**config.mk**
```make
export PLATFORM = sky130hd
export DESIGN_NAME = decoder3_8_pipe
export DESIGN_NICKNAME = d
export VERILOG_FILES = /design/src/rtl/decoder3_8_pipe.sv
export SDC_FILE = /design/constraint.sdc
export NUM_CORES = 1
export LEC_CHECK = 0
export BUFFER_PORTS_ARGS = -buffer_cell sky130_fd_sc_hd__buf_2
export CORE_MARGIN = 1
export CORE_UTILIZATION = 56
export CTS_BUF_LIST = sky130_fd_sc_hd__clkbuf_16
export CTS_CLUSTER_DIAMETER = 60
export CTS_CLUSTER_SIZE = 25
export DETAILED_ROUTE_END_ITERATION = 8
export PLACE_DENSITY = 0.76
export SYNTH_ARGS = -nofsm -noshare
export SYNTH_HDL_FRONTEND = slang
export SYNTH_SLANG_ARGS = --single-unit
export TNS_END_PERCENT = 20
```
**constraint.sdc**
```tcl
create_clock -name clk -period 2.1 [get_ports clk]
set_clock_uncertainty 0.2 [all_clocks]
set_input_delay 0.105 -clock clk [delete_from_list [all_inputs] [get_ports clk]]
set_output_delay 0.105 -clock clk [all_outputs]
set_load 0.03 [all_outputs]
```
**src/rtl/decoder3_8_pipe.sv**
```systemverilog
// decoder3_8_pipe: registered, handshaked binary-to-one-hot decoder with a
// one-entry skid buffer and a self-scan mode that walks every code once
// (or continuously) to produce a walking-one pattern for board bring-up.
module decoder3_8_pipe #(
  parameter int CODE_W    = 3,
  parameter bit SCAN_LOOP = 1'b0
) (
  input  logic                     clk,
  input  logic                     rst,
  input  logic                     in_valid,
  output logic                     in_ready,
  input  logic [CODE_W-1:0]        in_code,
  input  logic                     in_en,
  input  logic                     scan_start,
  input  logic                     scan_stop,
  output logic                     scan_busy,
  output logic                     out_valid,
  input  logic                     out_ready,
  output logic [(1<<CODE_W)-1:0]   out_y,
  output logic [CODE_W-1:0]        out_code
);

  localparam int OUT_W = 1 << CODE_W;

  typedef enum logic {PASS, SCAN} state_t;

  state_t            state;
  state_t            state_next;
  logic [CODE_W-1:0] scan_cnt;
  logic [CODE_W-1:0] scan_cnt_next;

  logic              skid_valid;
  logic [OUT_W-1:0]  skid_y;
  logic [CODE_W-1:0] skid_code;

  logic              src_valid;
  logic [CODE_W-1:0] src_code;
  logic              src_en;
  logic [OUT_W-1:0]  src_y;
  logic              accept;
  logic              out_free;

  // External input is only accepted in PASS with an empty skid; both are
  // registers, so in_ready carries no combinational path from out_ready.
  assign in_ready  = (state == PASS) && !skid_valid;
  assign scan_busy = (state == SCAN);

  // Select the item source (external port or scan counter) and decode it.
  // A scan_stop cycle generates nothing, so the stop takes effect at once.
  always_comb begin
    src_valid = 1'b0;
    src_code  = in_code;
    src_en    = in_en;
    if (state == PASS) begin
      src_valid = in_valid;
    end else begin
      src_valid = !scan_stop;
      src_code  = scan_cnt;
      src_en    = 1'b1;
    end
    accept   = src_valid && !skid_valid;
    out_free = !out_valid || out_ready;
    src_y    = src_en ? (OUT_W'(1) << src_code) : '0;
  end

  // Next-state logic for the PASS/SCAN mode machine and the scan counter.
  // Entry to SCAN requires a fully empty pipeline so scan words never
  // interleave with external items; a refused scan_start is simply dropped.
  always_comb begin
    state_next    = state;
    scan_cnt_next = scan_cnt;
    case (state)
      PASS: begin
        if (scan_start && !in_valid && !skid_valid && !out_valid) begin
          state_next    = SCAN;
          scan_cnt_next = '0;
        end
      end
      SCAN: begin
        if (scan_stop) begin
          state_next    = PASS;
          scan_cnt_next = '0;
        end else if (accept) begin
          scan_cnt_next = scan_cnt + CODE_W'(1);
          if (scan_cnt == '1 && !SCAN_LOOP) begin
            state_next = PASS;
          end
        end
      end
      default: begin
        state_next    = PASS;
        scan_cnt_next = '0;
      end
    endcase
  end

  // Mode and scan counter registers.
  always_ff @(posedge clk) begin
    if (rst) begin
      state    <= PASS;
      scan_cnt <= '0;
    end else begin
      state    <= state_next;
      scan_cnt <= scan_cnt_next;
    end
  end

  // Output register plus skid: when the output can move, it takes the skid
  // item first (FIFO order), otherwise the newly accepted item; when it is
  // stalled, a newly accepted item parks in the skid.
  always_ff @(posedge clk) begin
    if (rst) begin
      out_valid  <= 1'b0;
      out_y      <= '0;
      out_code   <= '0;
      skid_valid <= 1'b0;
      skid_y     <= '0;
      skid_code  <= '0;
    end else if (out_free) begin
      if (skid_valid) begin
        out_valid  <= 1'b1;
        out_y      <= skid_y;
        out_code   <= skid_code;
        skid_valid <= 1'b0;
      end else if (accept) begin
        out_valid <= 1'b1;
        out_y     <= src_y;
        out_code  <= src_code;
      end else begin
        out_valid <= 1'b0;
      end
    end else if (accept) begin
      skid_valid <= 1'b1;
      skid_y     <= src_y;
      skid_code  <= src_code;
    end
  end

endmodule

```
Word-level counts from Yosys, hierarchy flattened:

Cells that the tools add are included.

* register bits: 28
* input bits: 10
* output and inout bits: 14
* logic and storage cells: 49

* add/sub/neg operators: 1
* equality and inequality tests: 3
* shifts and indexed selects: 1
* multiplexer cells: 19
* bitwise gates (word level): 2
* reduce and logical (&&, ||, !) cells: 15

Operators by type and width (number)
* 8-bit 2-to-1 mux: 3
* 3-bit 2-to-1 mux: 6
* 1-bit 2-to-1 mux: 8
* 1-bit by 3-bit left shift with 8-bit output (first input constant): 1
* 3-bit one-hot mux with 2 select lines: 1
* 2-bit AND reduction: 3
* 1-bit logical AND: 5
* 1-bit logical NOT: 4
* 3-bit by 1-bit adder with 3-bit output (second input constant): 1
* 3-bit == test (second input constant): 1
* 3-bit by 2-bit != test with 1-bit output (second input constant): 1
* 2-bit by 1-bit != test with 1-bit output (second input constant): 1
* 1-bit inverter: 2
* 1-bit one-hot mux with 2 select lines: 1
* 2-bit nonzero test: 1
* 2-bit OR reduction: 1
* 1-bit logical OR: 1

Logic depth before layout (Yosys ltp):

Gate-level depths: netlist of run 1.

* depth after elaboration: 6
* mapped depth: 5
* depth with buffers taken out: 4

Worst setup path before layout of run 1:

Ideal clock, no wire load.

* kind: register to register
* from: register state (netlist: scan_busy)
* to: register out_y[1]
* setup time: 0.095 ns
* arrival time: 1.480 ns
* required time: 1.805 ns
* setup slack: 0.324 ns
* stages on the path, launching flop included: 5
* path buffers: 1
* clock period less this slack: 1.776 ns
* cell sequence: dfxtp_1 -> buf_4 -> mux2i_1 -> o211ai_1 -> a221oi_1

* longest elaborated chain between the ends: 5
* elaborated cells between the ends (all ways): 10
* those cells by class: shift: 1; mux: 6; reduce/logical: 3

Ends and longest elaborated chain
* start: declaration: line 27 `state_t state;`
* start signal: assignment: line 103 `state <= state_next;`
* 3-bit 2-to-1 mux: line 54 `if (state == PASS) begin`
* 1-bit by 3-bit left shift with 8-bit output: line 63 `src_y = src_en ? (OUT_W'(1) << src_code) : '0;`
* 8-bit 2-to-1 mux: line 63
* 8-bit 2-to-1 mux: line 125 `end else if (accept) begin`
* 8-bit 2-to-1 mux: line 120 `if (skid_valid) begin`
* end signal: assignment: line 122 `out_y <= skid_y;`
* end signal: assignment: line 127 `out_y <= src_y;`
* end: declaration: line 19 `output logic [(1<<CODE_W)-1:0] out_y,`

Several ways; a longest one is shown, not always the timed one. The select of a mux whose other input is x is not followed.
A chain may end at the register's enable or synchronous reset.

Worst setup path in the final report of run 1:

Same ends and word-level chain as after synthesis.

==> results of run 1 <==
-- critical path: stages (launching register included) --
cell and delay [ns]:
dfxtp_1 0.49, mux2i_1 0.63, o211ai_1 0.18, a221oi_1 0.27
-- where the power goes --
group	switching (W)	internal (W)	leakage (nW)
combinational	0.000158	0.000100	0.411
clock	0.000172	0.000255	0.0385
sequential	0.0000179	0.000558	0.228
total	0.000348	0.000914	0.678
-- final cells by class --
cell class / instances / share of cell area (%)
Sequential cell: 28 / 30.4
Timing Repair Buffer: 33 / 11.5
Inverter: 18 / 3.67
Tap cell: 30 / 2.04
Multi-Input combinational cell: 110 / 48.0
Clock buffer: 3 / 4.08
Clock inverter: 1 / 0.204
-- timing repair --
action                                 in CTS  in global routing
buffers inserted                            0                  0
hold buffers                                4                  0
endpoints found under the hold margin       5                  0
-- routing by layer --
metal | track usage (%) | share of wire (%) | wire, um
met4 | 12.9 | 2.1 | 74
met1 | 29.7 | 45 | 1610
met2 | 41.5 | 48 | 1720
met5 | 0 | 0 | 0
met3 | 4.68 | 4.9 | 176
-- worst paths after layout --
| kind | start | endpoint | slack, ns | depth (start not counted) |
|---|---|---|---|---|
| setup / recovery | scan_busy$_SDFF_PP0_ | out_y[1]$_SDFFE_PP0P_ | 0.23 | 3 |
| hold reg to reg | skid_code[0]$_SDFFE_PP0P_ | skid_code[0]$_SDFFE_PP0P_ | 0.26 | 2 |
| hold / removal | out_ready | skid_y[4]$_SDFFE_PP0P_ | 0.06 | 4 |
| setup reg to reg | scan_busy$_SDFF_PP0_ | out_y[1]$_SDFFE_PP0P_ | 0.23 | 3 |
-- registers in the layout (all words and copies together) (netlist names) --
name and count:
out_code 3, skid_code 3, out_y 8, skid_y 8, scan_cnt 3, skid_valid 1
scan_busy 1, out_valid 1
-- cells by family (layout without fill, tap and decap cells) --
kind of cell / count (synthesis) / in the layout / share of synthesized area [%]
fa+ha+maj: 2 / 2 / 1.57
simple gates: 45 / 45 / 18.7
compound gates: 56 / 56 / 30.6
mux: 7 / 7 / 4.63
flops: 28 / 28 / 35.2
buf+inv: 32 / 55 / 9.27
-- cell usage after synthesis, types with 3 or more instances --
| master | number |
|---|---|
| dfxtp_1 | 28 |
| inv_1 | 18 |
| nand2_1 | 14 |
| o211ai_1 | 10 |
| o32ai_1 | 8 |
| buf_2 | 7 |
| nand2b_1 | 7 |
| a211oi_1 | 6 |
| o311a_1 | 6 |
| a21oi_1 | 5 |
| a221oi_1 | 4 |
| clkbuf_1 | 4 |
| mux2i_1 | 4 |
| mux2_2 | 3 |
| nand4_1 | 3 |
| nand4b_1 | 3 |
| o221ai_1 | 3 |
-- metrics by stage --
| stage | worst slack [ns] | area [sq um] | power, W |
|---|---|---|---|
| finish | 0.233 | 1840 | 0.00126 |
| global placement | 0.372 | 1720 | 0.000832 |
| CTS | 0.271 | 1840 | 0.00127 |
| global route | 0.107 | 1840 | 0.00131 |
| detailed placement | 0.312 | 1720 | 0.000837 |
| floorplan | 0.324 | 1590 | 0.000771 |
==> impl_metrics.csv, run 1 <==
group,metric,value,unit
power,p_leak,0.678,nW
drt,drc,0,
die,die_h,55.3,um
power,power_density,685,mW/mm^2
global_routing,grtUsageTotal,24.7,%
layout,fill_cells,199,
run_status,status,"finished, final reports clean",
global_routing,grt_pass1_vias,1363,
hold_path,hold_class,"in2reg",
cts,clk_transition_reported_paths,0.06,ns
placed_design,hpwl,2690,um
synthesis,yosysWarnings,0,
synthesis,synth_edf_count,0,
sta,final_hold_viol_count,0,
synthesis,synth-seq-area-share,35.2,%
layout,fin_cells,223,
layout,num_antenna_cells,0,
global_routing,grt-ovfl-total,0,
synthesis,ys.flop_type,"dfxtp_1",
layout,mostFrequentLayoutCells,"dfxtp_1 (28), buf_2 (23), inv_1 (18)",
synthesis,yosys.area.top_type_share,35.2,%
cts,ctsHtreeMaxLevel,1,
die,start_util,61.5,%
die,row_count,18,
synthesis,synth_async_sr_flop_share,0,%
sta,post-route-min-period,1.87,ns
cts,cts_root_buf,"clkbuf_16",
sta,worst_pin_slew,0.661,ns
sta,drv_slew,0,
layout,layout-drive-gt1-share,24.4,%
drt,drt_iter0_drc,41,
placed_design,gp_congestion,0.866,
sta,post-route-period-util,88.9,%
drt,drt_pass1_iterations,4,
cts,clock_path_buffers,2,
sta,finalSetupViolCount,0,
layout,syn2layout_area_growth,15.6,%
sta,fin_tns_setup,0,ns
synthesis,synth_top_cell_by_area,"dfxtp_1",
sta,whs,0.0559,ns
drt,vias_per_cell,6.41,
setup_path,critPathMaxFanout,9,
synthesis,synthDistinctLibCells,43,
global_routing,grt_max_degree,20,
cts,cts_buffers,3,
sta,relSlewSlack,54.6,%
setup_path,arrival,1.83,ns
synthesis,synth_seq_cells,28,
cts,cts.repair.resized,0,
global_routing,antenna_found_initial,0,
die,io_pins,24,
layout,final_common_cell,"dfxtp_1",
sta,rsz0062_at_grt,"false",
setup_path,start_kind,"flop",
synthesis,syn_nets,182,
setup_path,crit_type,"reg2reg",
drt,ant_nets,0,
cts,cts_tree,"built",
global_routing,grt_pass1_wl,6110,um
setup_path,required,2.06,ns
synthesis,syn_inst,170,
layout,layout.area.seq,561,sq um
layout,fin_util,71.1,%
cts,clk_latency,0.26,ns
placed_design,dpl.cell_count,215,
cts,clock-sinks,28,
drt,drt-total-wl,3590,um
layout,nets,206,
run,max-cap-violations,0,
sta,fmax,0.536,GHz
setup_path,crit_path_end_kind,"flop",
layout,multi_input_area,885,sq um
synthesis,ys_top_cells_by_area,"dfxtp_1 (35%), o211ai_1 (4.7%), o32ai_1 (4.4%), inv_1 (4.2%), o311a_1 (3.8%)",
die,die_width,55.3,um
die,die-area,0.00306,sq mm
drt,wl_per_cell,16.1,um
synthesis,syn_area,0.00159,sq mm
power,peakVddDrop,0.779,mV
drt,vias,1429,
synthesis,syn_area_per_cell,9.37,sq um
placed_design,io_buffers,23,
die,core_area,0.00259,sq mm
Power figures use the tool's default switching activity.
==> run 2: changes to the inputs <==
--- a/config.mk
+++ b/config.mk
@@ -6,6 +6,7 @@
 export NUM_CORES = 1
 export LEC_CHECK = 0
 export BUFFER_PORTS_ARGS = -buffer_cell sky130_fd_sc_hd__buf_2
+export CORE_ASPECT_RATIO = 1.1
 export CORE_MARGIN = 1
 export CORE_UTILIZATION = 56
 export CTS_BUF_LIST = sky130_fd_sc_hd__clkbuf_16
==> impl_metrics.csv, run 2 (same netlist as run 1, synthesis figures left out) <==
group,metric,value,unit
layout,syn2layout_area_growth,15.3,%
drt,drc,0,
cts,clk_latency,0.26,ns
setup_path,start_kind,"flop",
die,start_util,61.5,%
global_routing,antenna_found_initial,0,
layout,design_area,0.00184,sq mm
placed_design,gp_congestion,0.834,
setup_path,cp-startpoint,"skid_valid$_SDFFE_PP0P_",
sta,layout_setup_ws,0.167,ns
drt,drt_pass1_iterations,4,
placed_design,io_buffers,23,
cts,cts_buffers,3,
sta,worst_pin_slew,0.675,ns
global_routing,grt_pass1_vias,1398,
cts,cts_post_setup_buffers_inserted,0,
hold_path,hold_start,"scan_stop",
layout,nets,208,
sta,finalSetupViolCount,0,
setup_path,arrival,1.87,ns
setup_path,endpoint,"scan_busy$_SDFF_PP0_",
cts,hold_buffers,2,
placed_design,placed_area,0.00174,sq mm
sta,final_hold_viol_count,0,
power,peakVddDrop,0.536,mV
layout,layout-drive-gt1-share,26.3,%
cts,cts_tree,"built",
die,die_h,57.9,um
drt,wl_per_cell,16.6,um
power,power_density,684,mW/mm^2
layout,num_antenna_cells,0,
setup_path,crit_type,"reg2reg",
hold_path,hold_class,"in2reg",
drt,drt_iter0_drc,81,
setup_path,reg2reg_setup_slack,0.17,ns
sta,relSlewSlack,54.9,%
placed_design,hpwl,2670,um
setup_path,rr_endpoint,"scan_busy$_SDFF_PP0_",
setup_path,ff2ff_path_depth,4,
global_routing,grt_max_degree,23,
die,die_width,52.9,um
cts,cts_root_buf,"clkbuf_16",
drt,ant_nets,0,
placed_design,post-place-ws,0.244,ns
drt,vias_per_cell,6.60,
sta,drv_slew,0,
global_routing,grtUsageTotal,27.1,%
cts,clk_transition_reported_paths,0.06,ns
layout,mostFrequentLayoutCells,"dfxtp_1 (28), buf_2 (23), inv_1 (18)",
die,core_area,0.00259,sq mm
setup_path,reg2reg_from,"skid_valid$_SDFFE_PP0P_",
cts,cts.repair.resized,0,
setup_path,critPathMaxFanout,18,
die,die-area,0.00306,sq mm
sta,fmax,0.517,GHz
cts,clock-sinks,28,
drt,drt-total-wl,3730,um
run_status,status,"finished, final reports clean",
die,row_count,19,
global_routing,grt_pass1_wl,6250,um
layout,biggestRegsByFlops,"out_y (8), skid_y (8)",
setup_path,required,2.04,ns
drt,vias,1485,
cts,ctsHtreeMaxLevel,1,
layout,final_common_cell,"dfxtp_1",
cts,clock_path_buffers,2,
setup_path,crit_path_end_kind,"flop",
run,max-cap-violations,0,
sta,fin_tns_setup,0,ns
power,power.total,0.00126,W
die,io_pins,24,
sta,rsz0062_at_grt,"false",
sta,post-route-min-period,1.93,ns
power,p_leak,0.685,nW
global_routing,grt-ovfl-total,0,
sta,post-route-period-util,92.1,%
layout,fin_util,70.9,%
==> run 2: area by class of cell <==
| class | instances | area, sq um |
|---|---|---|
| Clock buffer | 3 | 75.1 |
| Sequential cell | 28 | 561 |
| Fill cell | 195 | 754 |
| Inverter | 18 | 67.6 |
| Multi-Input combinational cell | 110 | 885 |
| Tap cell | 31 | 38.8 |
| Timing Repair Buffer | 35 | 210 |
==> run 2: worst min-delay path by stage <==
stage / end / slack [ns] / cells past startpoint
after floorplan: skid_y[7]$_SDFFE_PP0P_ / 0.02 / 1
after global placement: scan_busy$_SDFF_PP0_ / 0.17 / 3
after detailed placement: scan_busy$_SDFF_PP0_ / 0.19 / 3
after CTS: scan_cnt[1]$_SDFFE_PP0P_ / 0.01 / 3
after global routing: scan_cnt[2]$_SDFFE_PP0P_ / 0.07 / 3
final: scan_cnt[1]$_SDFFE_PP0P_ / 0.03 / 3
==> run 2: layer usage <==
metal / routed length [um] / vias up / GRT usage [%]
met5: 0 / - / 0
met2: 1860 / 67 / 45.9
met4: 50 / 0 / 10.2
li1: - / 707 / -
met3: 239 / 7 / 3.15
met1: 1580 / 704 / 34.8
==> run 2: critical path, stage by stage (launching register included) <==
cell and delay, ns:
dfxtp_1 0.75, nor2_1 0.14, nand3_1 0.11, dlygate4sd3_1 0.55, a21oi_1 0.06
==> run 2: through the flow <==
stage | cells | hold slack, ns
2_1_floorplan | 170 | 0.0224
3_3_place_gp | 220 | 0.174
3_5_place_dp | 220 | 0.193
4_1_cts | 225 | 0.0141
5_1_grt | 225 | 0.0693
6_report | 225 | 0.0297
==> run 2: where the power goes <==
group	switching [W]	total, W	leakage, nW	internal (W)
clock network	0.000165	0.000417	0.0370	0.000252
registers	0.0000198	0.000578	0.228	0.000558
logic	0.000158	0.000261	0.419	0.000103
total	0.000343	0.00126	0.685	0.000913
==> run 3: changes to the inputs <==
--- a/config.mk
+++ b/config.mk
@@ -6,9 +6,11 @@
 export NUM_CORES = 1
 export LEC_CHECK = 0
 export BUFFER_PORTS_ARGS = -buffer_cell sky130_fd_sc_hd__buf_2
+export CELL_PAD_IN_SITES_DETAIL_PLACEMENT = 1
+export CELL_PAD_IN_SITES_GLOBAL_PLACEMENT = 1
 export CORE_ASPECT_RATIO = 1.1
 export CORE_MARGIN = 1
-export CORE_UTILIZATION = 56
+export CORE_UTILIZATION = 43
 export CTS_BUF_LIST = sky130_fd_sc_hd__clkbuf_16
 export CTS_CLUSTER_DIAMETER = 60
 export CTS_CLUSTER_SIZE = 25
==> impl_metrics.csv, run 3 (same netlist as run 1, synthesis figures left out) <==
group,metric,value,unit
sta,final_hold_viol_count,0,
drt,drt_iter0_drc,74,
global_routing,grtUsageTotal,25.3,%
setup_path,crit_path_end_kind,"flop",
global_routing,grt_pass1_wl,7350,um
layout,layout-drive-gt1-share,24.7,%
power,power.total,0.00127,W
die,start_util,46.3,%
sta,rsz0062_at_grt,"false",
layout,fin_util,53.9,%
sta,fmax,0.500,GHz
cts,cts_root_buf,"clkbuf_16",
run_status,status,"finished, final reports clean",
die,io_pins,24,
layout,fill_cells,397,
layout,final_common_cell,"dfxtp_1",
global_routing,antenna_found_initial,0,
setup_path,reg2reg_setup_slack,0.1,ns
power,peakVddDrop,0.337,mV
cts,cts_buffers,3,
global_routing,grt-ovfl-total,0,
sta,fin_tns_setup,0,ns
setup_path,critPathMaxFanout,17,
sta,finalSetupViolCount,0,
global_routing,grt_pass1_vias,1474,
power,power_density,684,mW/mm^2
layout,multi_input_area,885,sq um
drt,vias,1448,
cts,cts.repair.resized,0,
drt,drt_pass1_iterations,4,
power,internal_power,0.000911,W
layout,syn2layout_area_growth,16.3,%
sta,post-route-min-period,2.00,ns
power,pwr-share-seq,45.5,%
cts,clk_latency,0.26,ns
drt,drt-total-wl,4520,um
drt,vias_per_cell,6.08,
setup_path,cp-startpoint,"skid_valid$_SDFFE_PP0P_",
power,p_leak,0.670,nW
hold_path,hold_class,"in2reg",
cts,clock-sinks,28,
cts,clk_transition_reported_paths,0.07,ns
sta,worst_pin_slew,0.738,ns
die,core_area,0.00344,sq mm
drt,drc,0,
drt,ant_nets,0,
cts,ctsHtreeMaxLevel,1,
power,power.net_switching,0.000357,W
run,max-cap-violations,0,
placed_design,hpwl,3270,um
drt,wl_per_cell,19.0,um
layout,layout.area.seq,561,sq um
global_routing,grt_max_degree,23,
setup_path,crit_type,"reg2reg",
cts,hold_buffers,2,
cts,clock_path_buffers,2,
power,switching_share,28.2,%
placed_design,io_buffers,23,
die,row_count,22,
setup_path,endpoint,"scan_busy$_SDFF_PP0_",
die,die_h,65.8,um
setup_path,ff2ff_path_depth,4,
setup_path,reg2reg_from,"skid_valid$_SDFFE_PP0P_",
die,die_width,60.0,um
power,power.share.clock,33.4,%
setup_path,required,2.04,ns
setup_path,rr_endpoint,"scan_busy$_SDFF_PP0_",
die,die-area,0.00395,sq mm
layout,biggestRegsByFlops,"out_y (8), skid_y (8)",
setup_path,start_kind,"flop",
cts,cts_tree,"built",
sta,drv_slew,0,
sta,post-route-period-util,95.2,%
layout,num_antenna_cells,0,
cts,cts_post_setup_buffers_inserted,0,
placed_design,gp_congestion,0.792,
layout,mostFrequentLayoutCells,"dfxtp_1 (28), buf_2 (23), inv_1 (18)",
sta,relSlewSlack,50.7,%
setup_path,arrival,1.94,ns
power,power_frac_comb,21.1,%
layout,nets,204,
-- run 3: cell types whose count changed in the layout (fill, tap and decap cells not counted) --
cell	change
buf_4	-6
buf_12	+2
-- run 3: layout make-up --
class                           instances  area share [%]
Multi-Input combinational cell        110            47.7
Sequential cell                        28            30.2
Timing Repair Buffer                   31            11.1
Clock buffer                            3            4.05
Inverter                               18            3.65
Tap cell                               48            3.24
-- run 3: power by group through the flow --
stage / clock [W] / sequential [W] / combinational (W)
2_1_floorplan: 0 / 0.000629 / 0.000142
3_3_place_gp: 0 / 0.000587 / 0.000254
3_5_place_dp: 0 / 0.000590 / 0.000263
4_1_cts: 0.000430 / 0.000578 / 0.000268
5_1_grt: 0.000457 / 0.000581 / 0.000287
6_report: 0.000424 / 0.000578 / 0.000267
-- run 3: worst min-delay path by stage --
stage | slack, ns | cells past startpoint | endpoint | from
floorplan | 0.02 | 1 | skid_y[7]$_SDFFE_PP0P_ | rst
finish | 0.03 | 3 | scan_cnt[2]$_SDFFE_PP0P_ | scan_stop
global placement | 0.18 | 3 | scan_busy$_SDFF_PP0_ | scan_start
detailed placement | 0.21 | 3 | scan_busy$_SDFF_PP0_ | scan_start
CTS | 0.03 | 3 | scan_cnt[2]$_SDFFE_PP0P_ | scan_stop
global route | 0.03 | 3 | scan_cnt[2]$_SDFFE_PP0P_ | scan_stop
-- run 3: layer usage --
metal	track usage, %	up-vias	wire (um)
met5	0	-	0
met3	2.94	8	144
met2	45.0	37	2360
met4	11.3	0	111
li1	-	698	-
met1	29.9	705	1900
-- run 3: worst max-delay path: stages (launching register included) --
cell and delay [ns]:
dfxtp_1 0.80, nor2_1 0.15, nand3_1 0.12, dlygate4sd3_1 0.55, a21oi_1 0.07
-- run 3: through the flow --
step           area [sq um]  instances  worst slack (ns)  hold slack [ns]
2_1_floorplan          1590        170             0.324           0.0224
3_3_place_gp           1760        233             0.338            0.178
3_5_place_dp           1760        233             0.242            0.207
4_1_cts                1850        238             0.147           0.0259
5_1_grt                1850        238           0.00172           0.0290
6_report               1850        238             0.100           0.0307
